==> config.mk <==
export PLATFORM = sky130hd
export DESIGN_NAME = cbus_arbiter
export DESIGN_NICKNAME = d
export VERILOG_FILES = /design/src/rtl/cbus_arbiter_pkg.sv /design/src/rtl/cbus_arbiter_rr_pick.sv /design/src/rtl/cbus_arbiter.sv
export SDC_FILE = /design/constraint.sdc
export NUM_CORES = 1
export LEC_CHECK = 0
export CAP_MARGIN = 20
export CORE_AREA = 5 5 198 200
export CTS_BUF_LIST = sky130_fd_sc_hd__clkbuf_4 sky130_fd_sc_hd__clkbuf_8
export CTS_CLUSTER_DIAMETER = 80
export DETAILED_ROUTE_END_ITERATION = 10
export DIE_AREA = 0 0 203 205
export PLACE_DENSITY_LB_ADDON = 0.15
export SLEW_MARGIN = 30
export SYNTH_ARGS = -nofsm -noshare
export SYNTH_HDL_FRONTEND = slang
export SYNTH_SLANG_ARGS = --single-unit
==> constraint.sdc <==
create_clock -name clk -period 15.19 [get_ports clk]
set_input_delay 3.038 -clock clk [delete_from_list [all_inputs] [get_ports clk]]
set_output_delay 3.038 -clock clk [all_outputs]
set_load 0.01 [all_outputs]
==> src/rtl/cbus_arbiter_pkg.sv <==
// Shared types for the cbus arbiter: FSM states, cbus request/response bundles.
// Bus structs are sized for the widest supported bus; narrower instances slice them.
package cbus_arbiter_pkg;

  localparam int CBUS_ADDR_W = 64;
  localparam int CBUS_DATA_W = 64;
  localparam int CBUS_STRB_W = CBUS_DATA_W / 8;

  // msize encoding: 0=1B, 1=2B, 2=4B, 3=8B
  localparam logic [2:0] MSIZE4 = 3'd2;

  typedef enum logic [1:0] {
    IDLE    = 2'd0,
    BUSY_I  = 2'd1,
    BUSY_D  = 2'd2,
    RECOVER = 2'd3
  } arb_state_t;

  typedef struct packed {
    logic                   valid;
    logic                   is_write;
    logic [CBUS_ADDR_W-1:0] addr;
    logic [2:0]             size;
    logic [CBUS_STRB_W-1:0] strobe;
    logic [CBUS_DATA_W-1:0] data;
  } cbus_req_t;

  typedef struct packed {
    logic                   ok;
    logic [CBUS_DATA_W-1:0] data;
  } cbus_resp_t;

endpackage

==> src/rtl/cbus_arbiter_rr_pick.sv <==
// Two-way round-robin select: grants dbus when it is the only requester or when it holds priority.
// prio = 1 means dbus wins a tie.
module cbus_arbiter_rr_pick (
  input  logic prio,
  input  logic i_valid,
  input  logic d_valid,
  output logic grant_d,
  output logic grant_any
);

  assign grant_any = i_valid | d_valid;
  assign grant_d   = d_valid & (~i_valid | prio);

endmodule

==> src/rtl/cbus_arbiter.sv <==
// Shares one cbus port between ibus and dbus; grant is locked until cresp_ok.
// Define CBUS_ARB_PERF_EN to add cnt_igrant/cnt_dgrant/cnt_conflict debug counters.
module cbus_arbiter
  import cbus_arbiter_pkg::*;
#(
  parameter int ADDR_W       = 64,
  parameter int DATA_W       = 64,
  parameter bit RESET_PRIO_D = 1'b1
) (
  input  logic                clk,
  input  logic                reset,
  input  logic                ireq_valid,
  input  logic [ADDR_W-1:0]   ireq_addr,
  output logic                iresp_data_ok,
  output logic [31:0]         iresp_data,
  input  logic                dreq_valid,
  input  logic [ADDR_W-1:0]   dreq_addr,
  input  logic [2:0]          dreq_size,
  input  logic [DATA_W/8-1:0] dreq_strobe,
  input  logic [DATA_W-1:0]   dreq_data,
  output logic                dresp_data_ok,
  output logic [DATA_W-1:0]   dresp_data,
  output logic                creq_valid,
  output logic                creq_is_write,
  output logic [ADDR_W-1:0]   creq_addr,
  output logic [2:0]          creq_size,
  output logic [DATA_W/8-1:0] creq_strobe,
  output logic [DATA_W-1:0]   creq_data,
  input  logic                cresp_ok,
  input  logic [DATA_W-1:0]   cresp_data
);

  arb_state_t state, state_n;
  cbus_req_t  req_q, req_n;
  cbus_resp_t resp;
  logic       prio, prio_n;
  logic       owner_d, owner_n;
  logic       owner_valid;
  logic       grant_d, grant_any;

  cbus_arbiter_rr_pick u_pick (
    .prio      (prio),
    .i_valid   (ireq_valid),
    .d_valid   (dreq_valid),
    .grant_d   (grant_d),
    .grant_any (grant_any)
  );

  assign resp        = '{ok: cresp_ok, data: CBUS_DATA_W'(cresp_data)};
  assign owner_valid = owner_d ? dreq_valid : ireq_valid;

  always_ff @(posedge clk or posedge reset) begin
    if (reset) begin
      state   <= IDLE;
      prio    <= RESET_PRIO_D;
      owner_d <= 1'b0;
      req_q   <= '0;
    end else begin
      state   <= state_n;
      prio    <= prio_n;
      owner_d <= owner_n;
      req_q   <= req_n;
    end
  end

  always_comb begin
    state_n       = state;
    prio_n        = prio;
    owner_n       = owner_d;
    req_n         = req_q;
    iresp_data_ok = 1'b0;
    dresp_data_ok = 1'b0;
    unique case (state)
      IDLE: begin
        if (grant_any) begin
          owner_n     = grant_d;
          state_n     = grant_d ? BUSY_D : BUSY_I;
          req_n.valid = 1'b1;
          if (grant_d) begin
            req_n.is_write = |dreq_strobe;
            req_n.addr     = CBUS_ADDR_W'(dreq_addr);
            req_n.size     = dreq_size;
            req_n.strobe   = CBUS_STRB_W'(dreq_strobe);
            req_n.data     = CBUS_DATA_W'(dreq_data);
          end else begin
            req_n.is_write = 1'b0;
            req_n.addr     = CBUS_ADDR_W'(ireq_addr);
            req_n.size     = MSIZE4;
            req_n.strobe   = '0;
            req_n.data     = '0;
          end
        end
      end
      BUSY_I, BUSY_D: begin
        if (resp.ok) begin
          state_n       = IDLE;
          prio_n        = ~owner_d;
          req_n.valid   = 1'b0;
          // owner qualified by its own valid so a same-cycle drop still suppresses data_ok
          iresp_data_ok = (state == BUSY_I) && ireq_valid;
          dresp_data_ok = (state == BUSY_D) && dreq_valid;
        end else if (!owner_valid) begin
          state_n = RECOVER;
        end
      end
      RECOVER: begin
        if (resp.ok) begin
          state_n     = IDLE;
          prio_n      = ~owner_d;
          req_n.valid = 1'b0;
        end
      end
      default: state_n = IDLE;
    endcase
  end

  assign creq_valid    = req_q.valid;
  assign creq_is_write = req_q.is_write;
  assign creq_addr     = req_q.addr[ADDR_W-1:0];
  assign creq_size     = req_q.size;
  assign creq_strobe   = req_q.strobe[DATA_W/8-1:0];
  assign creq_data     = req_q.data[DATA_W-1:0];

  assign iresp_data = iresp_data_ok ? (req_q.addr[2] ? resp.data[63:32] : resp.data[31:0]) : 32'h0;
  assign dresp_data = dresp_data_ok ? resp.data[DATA_W-1:0] : '0;

  cresp_in_idle: assert property (@(posedge clk) disable iff (reset) !(cresp_ok && state == IDLE));

`ifdef CBUS_ARB_PERF_EN
  logic [63:0] cnt_igrant, cnt_dgrant, cnt_conflict;

  always_ff @(posedge clk or posedge reset) begin
    if (reset) begin
      cnt_igrant   <= '0;
      cnt_dgrant   <= '0;
      cnt_conflict <= '0;
    end else begin
      if (state == IDLE && grant_any && !grant_d) cnt_igrant <= cnt_igrant + 64'd1;
      if (state == IDLE && grant_d)               cnt_dgrant <= cnt_dgrant + 64'd1;
      // single downstream port: whenever both ask, one of them is waiting
      if (ireq_valid && dreq_valid)               cnt_conflict <= cnt_conflict + 64'd1;
    end
  end
`endif

endmodule

# Word level (Yosys, flattened, before mapping)
# Index checks and enable logic that the tools add are counted.
op_classes:
  eq_ne: 7
  n_mux: 18
  n_bitwise: 5
  n_reduce_logical: 10
op_table:
  columns: ["op", "n"]
  rows:
  - ["141-bit two-way mux", 1]
  - ["140-bit two-way mux", 1]
  - ["32-bit two-way mux", 2]
  - ["64-bit two-way mux", 1]
  - ["2-bit two-way mux", 5]
  - ["8-bit OR reduction", 1]
  - ["1-bit two-way mux", 6]
  - ["2-bit case mux with 3 select lines", 1]
  - ["2-bit AND reduction", 3]
  - ["2-bit equality test, second input constant", 2]
  - ["2-bit inequality test, second input constant", 2]
  - ["3-bit inequality test, second input constant", 1]
  - ["3-bit AND reduction", 1]
  - ["3-bit OR reduction", 1]
  - ["2-bit by 1-bit equality test with 1-bit output, second input constant", 1]
  - ["1-bit logical AND", 2]
  - ["2-bit zero test", 1]
  - ["2-bit by 1-bit inequality test with 1-bit output, second input constant", 1]
  - ["1-bit NOT", 2]
  - ["1-bit bitwise OR", 2]
  - ["1-bit case mux with 2 select lines", 1]
  - ["2-bit OR reduction", 1]
  - ["1-bit AND", 1]
word_totals:
  register_bits: 145
  inputBits: 272
  output_inout_bits: 239
  elab_cells: 49

# Logic depth before layout (Yosys ltp)
logic_depth:
  depth_word: 6
  ltp_mapped: 7
  depth_no_buf: 6

# Hierarchy
# From an unflattened synthesis, not the netlist that was laid out.
unflattened:
  cells_unflattened: 790
  hier_area_um2: 7244.4
by_module_without_submodules:
  columns: ["mod", "instances", "cells_per_inst", "area_per_inst_um2", "seq_area_each_um2"]
  rows:
  - ["cbus_arbiter", 1, 787, 7226.9, 3629.7]
  - ["cbus_arbiter_rr_pick", 1, 3, 17.5, 0.0]

# Least setup slack after synthesis
# No wires, ideal clock.
synth_path:
  kind: "in2out"
  startpoint: "input dreq_valid"
  endpoint: "output dresp_data[10]"
  arrival_time_ns: 3.843
  required_ns: 12.152
  slack_ns: 8.309
  stages: 4
  n_path_buf: 2
  path_cell_list: "and4_1 -> clkbuf_1 -> clkbuf_1 -> and2_1"
synth_via:
  elab_chain_cells: 4
synth_lines:
  columns: ["element", "line_no", "text"]
  rows:
  - ["from (decl)", "cbus_arbiter.sv:16", "input logic dreq_valid,"]
  - ["1-bit logical AND", "cbus_arbiter.sv:101", "dresp_data_ok = (state == BUSY_D) && dreq_valid;"]
  - ["1-bit two-way mux", "cbus_arbiter.sv:95", "if (resp.ok) begin"]
  - ["1-bit two-way mux", "cbus_arbiter.sv:73", "unique case (state)"]
  - ["64-bit two-way mux", "cbus_arbiter.sv:125", "assign dresp_data = dresp_data_ok ? resp.data[DATA_W-1:0] : '0;"]
  - ["to (decl)", "cbus_arbiter.sv:22", "output logic [DATA_W-1:0] dresp_data,"]
# No other way between the ends.

# Worst setup path in the final report
layout_path:
  startpoint: "input dreq_valid"
  endpoint: "output dresp_data[48]"
# The elaborated chain is that of the path after synthesis.

==> flow_summary.json <==
{
  "cts_tree": "yes",
  "core.rowCount": 71,
  "power_density_nw_per_um2": 148.9,
  "synth_most_common_cell": "dfrtp_1",
  "synth_common_cells": "dfrtp_1, mux2i_1, a22o_1",
  "comb_power_share_pct": 48.7,
  "critPathArrivalTime_ps": 5130,
  "p_clk_share_pct": 16.6,
  "tightest_slew_ps": 912.6,
  "synth_seq_cells": 145,
  "place_congestion": 0.8235,
  "synth_edf_count": 0,
  "drc": 0,
  "p_leak_nw": 5.490,
  "setup_viol": 0,
  "yosysWarnings": 0,
  "grt_pass1_wl_um": 44990,
  "areaGrowthSynthToFinish_pct": 86.70,
  "synth_ff_type": "dfrtp_1",
  "hold_buffers": 0,
  "power.internal_mw": 1.211,
  "dp_slack_ps": 7028,
  "dp_hpwl_um": 23310,
  "critPathCaptureType": "primary output",
  "synth_area_um2": 6850,
  "fp.dieArea_um2": 41620,
  "final_max_slew_viol_count": 0,
  "peakVddDrop_v": 0.00009889,
  "p_seq_share_pct": 34.7,
  "postLayoutSetupSlackWorst_ps": 7022,
  "drv_cap": 0,
  "min_period_ps": 8168,
  "rsz0062_at_grt": "false",
  "post_cts_resized": 0,
  "dpl-instance-area_um2": 12390,
  "r2r_cells": 5,
  "syn_area_per_cell_um2": 10.86,
  "yosys.area.top_type_share_pct": 52.60,
  "holdPathEnd": "creq_addr[54]",
  "synth_cell_type_count": 30,
  "via_per_inst": 4.066,
  "dpl.cell_count": 1571,
  "antenna_cells": 0,
  "chipHeight_um": 205,
  "synthesis.instances": 631,
  "final_cell_area_um2": 12790,
  "post_cts_buffers": 0,
  "critical_path_class": "input port to primary output",
  "dr_total_vias": 6518,
  "synth-async-reset-ratio_pct": 100.0,
  "root_buffer": "clkbuf_8",
  "globalRouteTotalUtil_pct": 14.21,
  "cts-buffers-inserted": 17,
  "clkTransAtPathRegs_ps": 80,
  "final_cells": 1603,
  "status": "finished, final reports clean",
  "crit_path_max_fanout": 65,
  "reg2reg_to": "creq_data[34]",
  "synth_fp_nets": 908,
  "synth_top_area_cell": "dfrtp_1",
  "fin_nets": 1393,
  "clock_sinks": 145,
  "hold_start": "creq_addr[54]",
  "power.switching_mw": 0.6939,
  "drt_pass1_iterations": 4,
  "min_period_over_period_pct": 53.77,
  "ys_top_cells_by_area": "dfrtp_1, mux2i_1, a22o_1, and2_1, nand2_1",
  "crit_path_start_kind": "input port",
  "max_freq_ghz": 0.1224,
  "ys_seq_area_share_pct": 52.99,
  "overflow": 0,
  "ioPinCount": 511,
  "cts_buffer_depth": 2,
  "port_buffers": 510,
  "cts_max_level": 4,
  "ant_nets": 0,
  "skew_ps": 12.26,
  "min_path_type": "flip-flop to flip-flop",
  "grt_pass1_vias": 7112,
  "tns_ps": 0,
  "antenna_found_initial": 1,
  "r2r_slack_ps": 12980,
  "chipWidth_um": 203,
  "hold_depth": 2,
  "start_util_pct": 18.40,
  "nFillCells": 3838,
  "swShare_pct": 36.43,
  "grt_max_degree": 206,
  "clock_latency_ps": 460,
  "first_iter_violations": 238,
  "routedWlPerCell_um": 19.08,
  "postRouteWirelength_um": 30590,
  "drive_gt1_share_pct": 4.163,
  "max-slew-margin-rel_pct": 39.16,
  "core-area_um2": 37220,
  "r2r-start": "prio",
  "p_total_mw": 1.904,
  "critPathRequiredTime_ps": 12150,
  "finalHoldViolCount": 0
}
## sequential cells by signal (all words and copies together), names as in the netlist
name	cells
owner_d	1
state	2
creq_is_write	1
creq_valid	1
creq_strobe	8
prio	1
creq_data	64
creq_size	3
creq_addr	64
## cells in the final DEF, fill, tap and decap left out
master,n
a21o_1,1
a21oi_1,1
a22o_1,75
a22oi_1,1
and2_1,64
and4_1,1
buf_12,1
buf_4,6
bufinv_16,2
clkbuf_4,1
clkbuf_8,17
clkdlybuf4s50_1,510
clkinv_2,3
clkinv_4,5
clkinvlp_4,1
dfrtp_1,143
dfrtp_4,1
dfstp_2,1
ha_1,5
inv_1,9
inv_2,1
inv_6,2
inv_8,2
mux2_2,1
mux2i_1,98
nand2_1,66
nand2b_1,1
nand4_1,1
nor2_1,34
nor2_4,1
nor4_1,2
o21ai_0,27
o21ai_1,39
o21ai_4,2
o21bai_1,1
o221ai_1,1
o2bb2ai_1,1
o31ai_1,1
## area by class of cell
| type | count | area (µm²) | area share [%] |
|---|---|---|---|
| Clock inverter | 14 | 155.1 | 1.213 |
| Timing Repair Buffer | 517 | 5170 | 40.42 |
| Clock buffer | 18 | 241.5 | 1.888 |
| Sequential cell | 145 | 3633 | 28.41 |
| Inverter | 11 | 48.80 | 0.3815 |
| Multi-Input combinational cell | 424 | 2948 | 23.05 |
| Tap cell | 474 | 593.1 | 4.637 |
## layer usage
metal	track usage [%]	wire length, µm
met3	6.221	2703
met1	16.28	12240
met2	24.37	15180
met5	0	13
met4	3.661	447
## worst max-delay path: stages
cell,delay [ps]
clkdlybuf4s50_1,640
and4_1,240
buf_4,400
and2_1,220
clkdlybuf4s50_1,550
## metrics by stage
step,hold slack [ps],utilization [%]
2_1_floorplan,431.9,-
3_3_place_gp,460.5,33.28
3_5_place_dp,469.7,33.28
4_1_cts,490.0,34.35
5_1_grt,504.1,34.36
6_report,483.9,34.36
## power by group through the flow
| stage | logic [mW] | registers (mW) | clock network (mW) |
|---|---|---|---|
| final | 0.928 | 0.660 | 0.316 |
| after global routing | 1.02 | 0.683 | 0.350 |
| after CTS | 0.955 | 0.661 | 0.337 |
| after detailed placement | 0.957 | 0.662 | 0 |
| after global placement | 0.957 | 0.662 | 0 |
| after floorplan | 0.372 | 0.709 | 0 |
## cell families (layout without fill, tap and decap cells)
family | Yosys count | in the layout | share of synthesized area, %
multiplexers | 99 | 99 | 14.48
AND/OR/NAND/NOR | 170 | 170 | 11.87
AO/OA/AOI/OAI | 150 | 150 | 15.43
buffers and inverters | 62 | 560 | 4.310
adder cells (fa/ha/maj) | 5 | 5 | 0.9132
flip-flops | 145 | 145 | 52.99
## how the worst max path moves through the flow
stage,startpoint,end,depth (start not counted)
after CTS,dreq_valid,dresp_data[48],5
after global routing,dreq_valid,dresp_data[48],5
after global placement,dreq_valid,dresp_data[16],5
after floorplan,reset,creq_addr[0],1
after detailed placement,dreq_valid,dresp_data[48],5
final,dreq_valid,dresp_data[48],5
No activity file was read; power rests on OpenSTA's default activity.
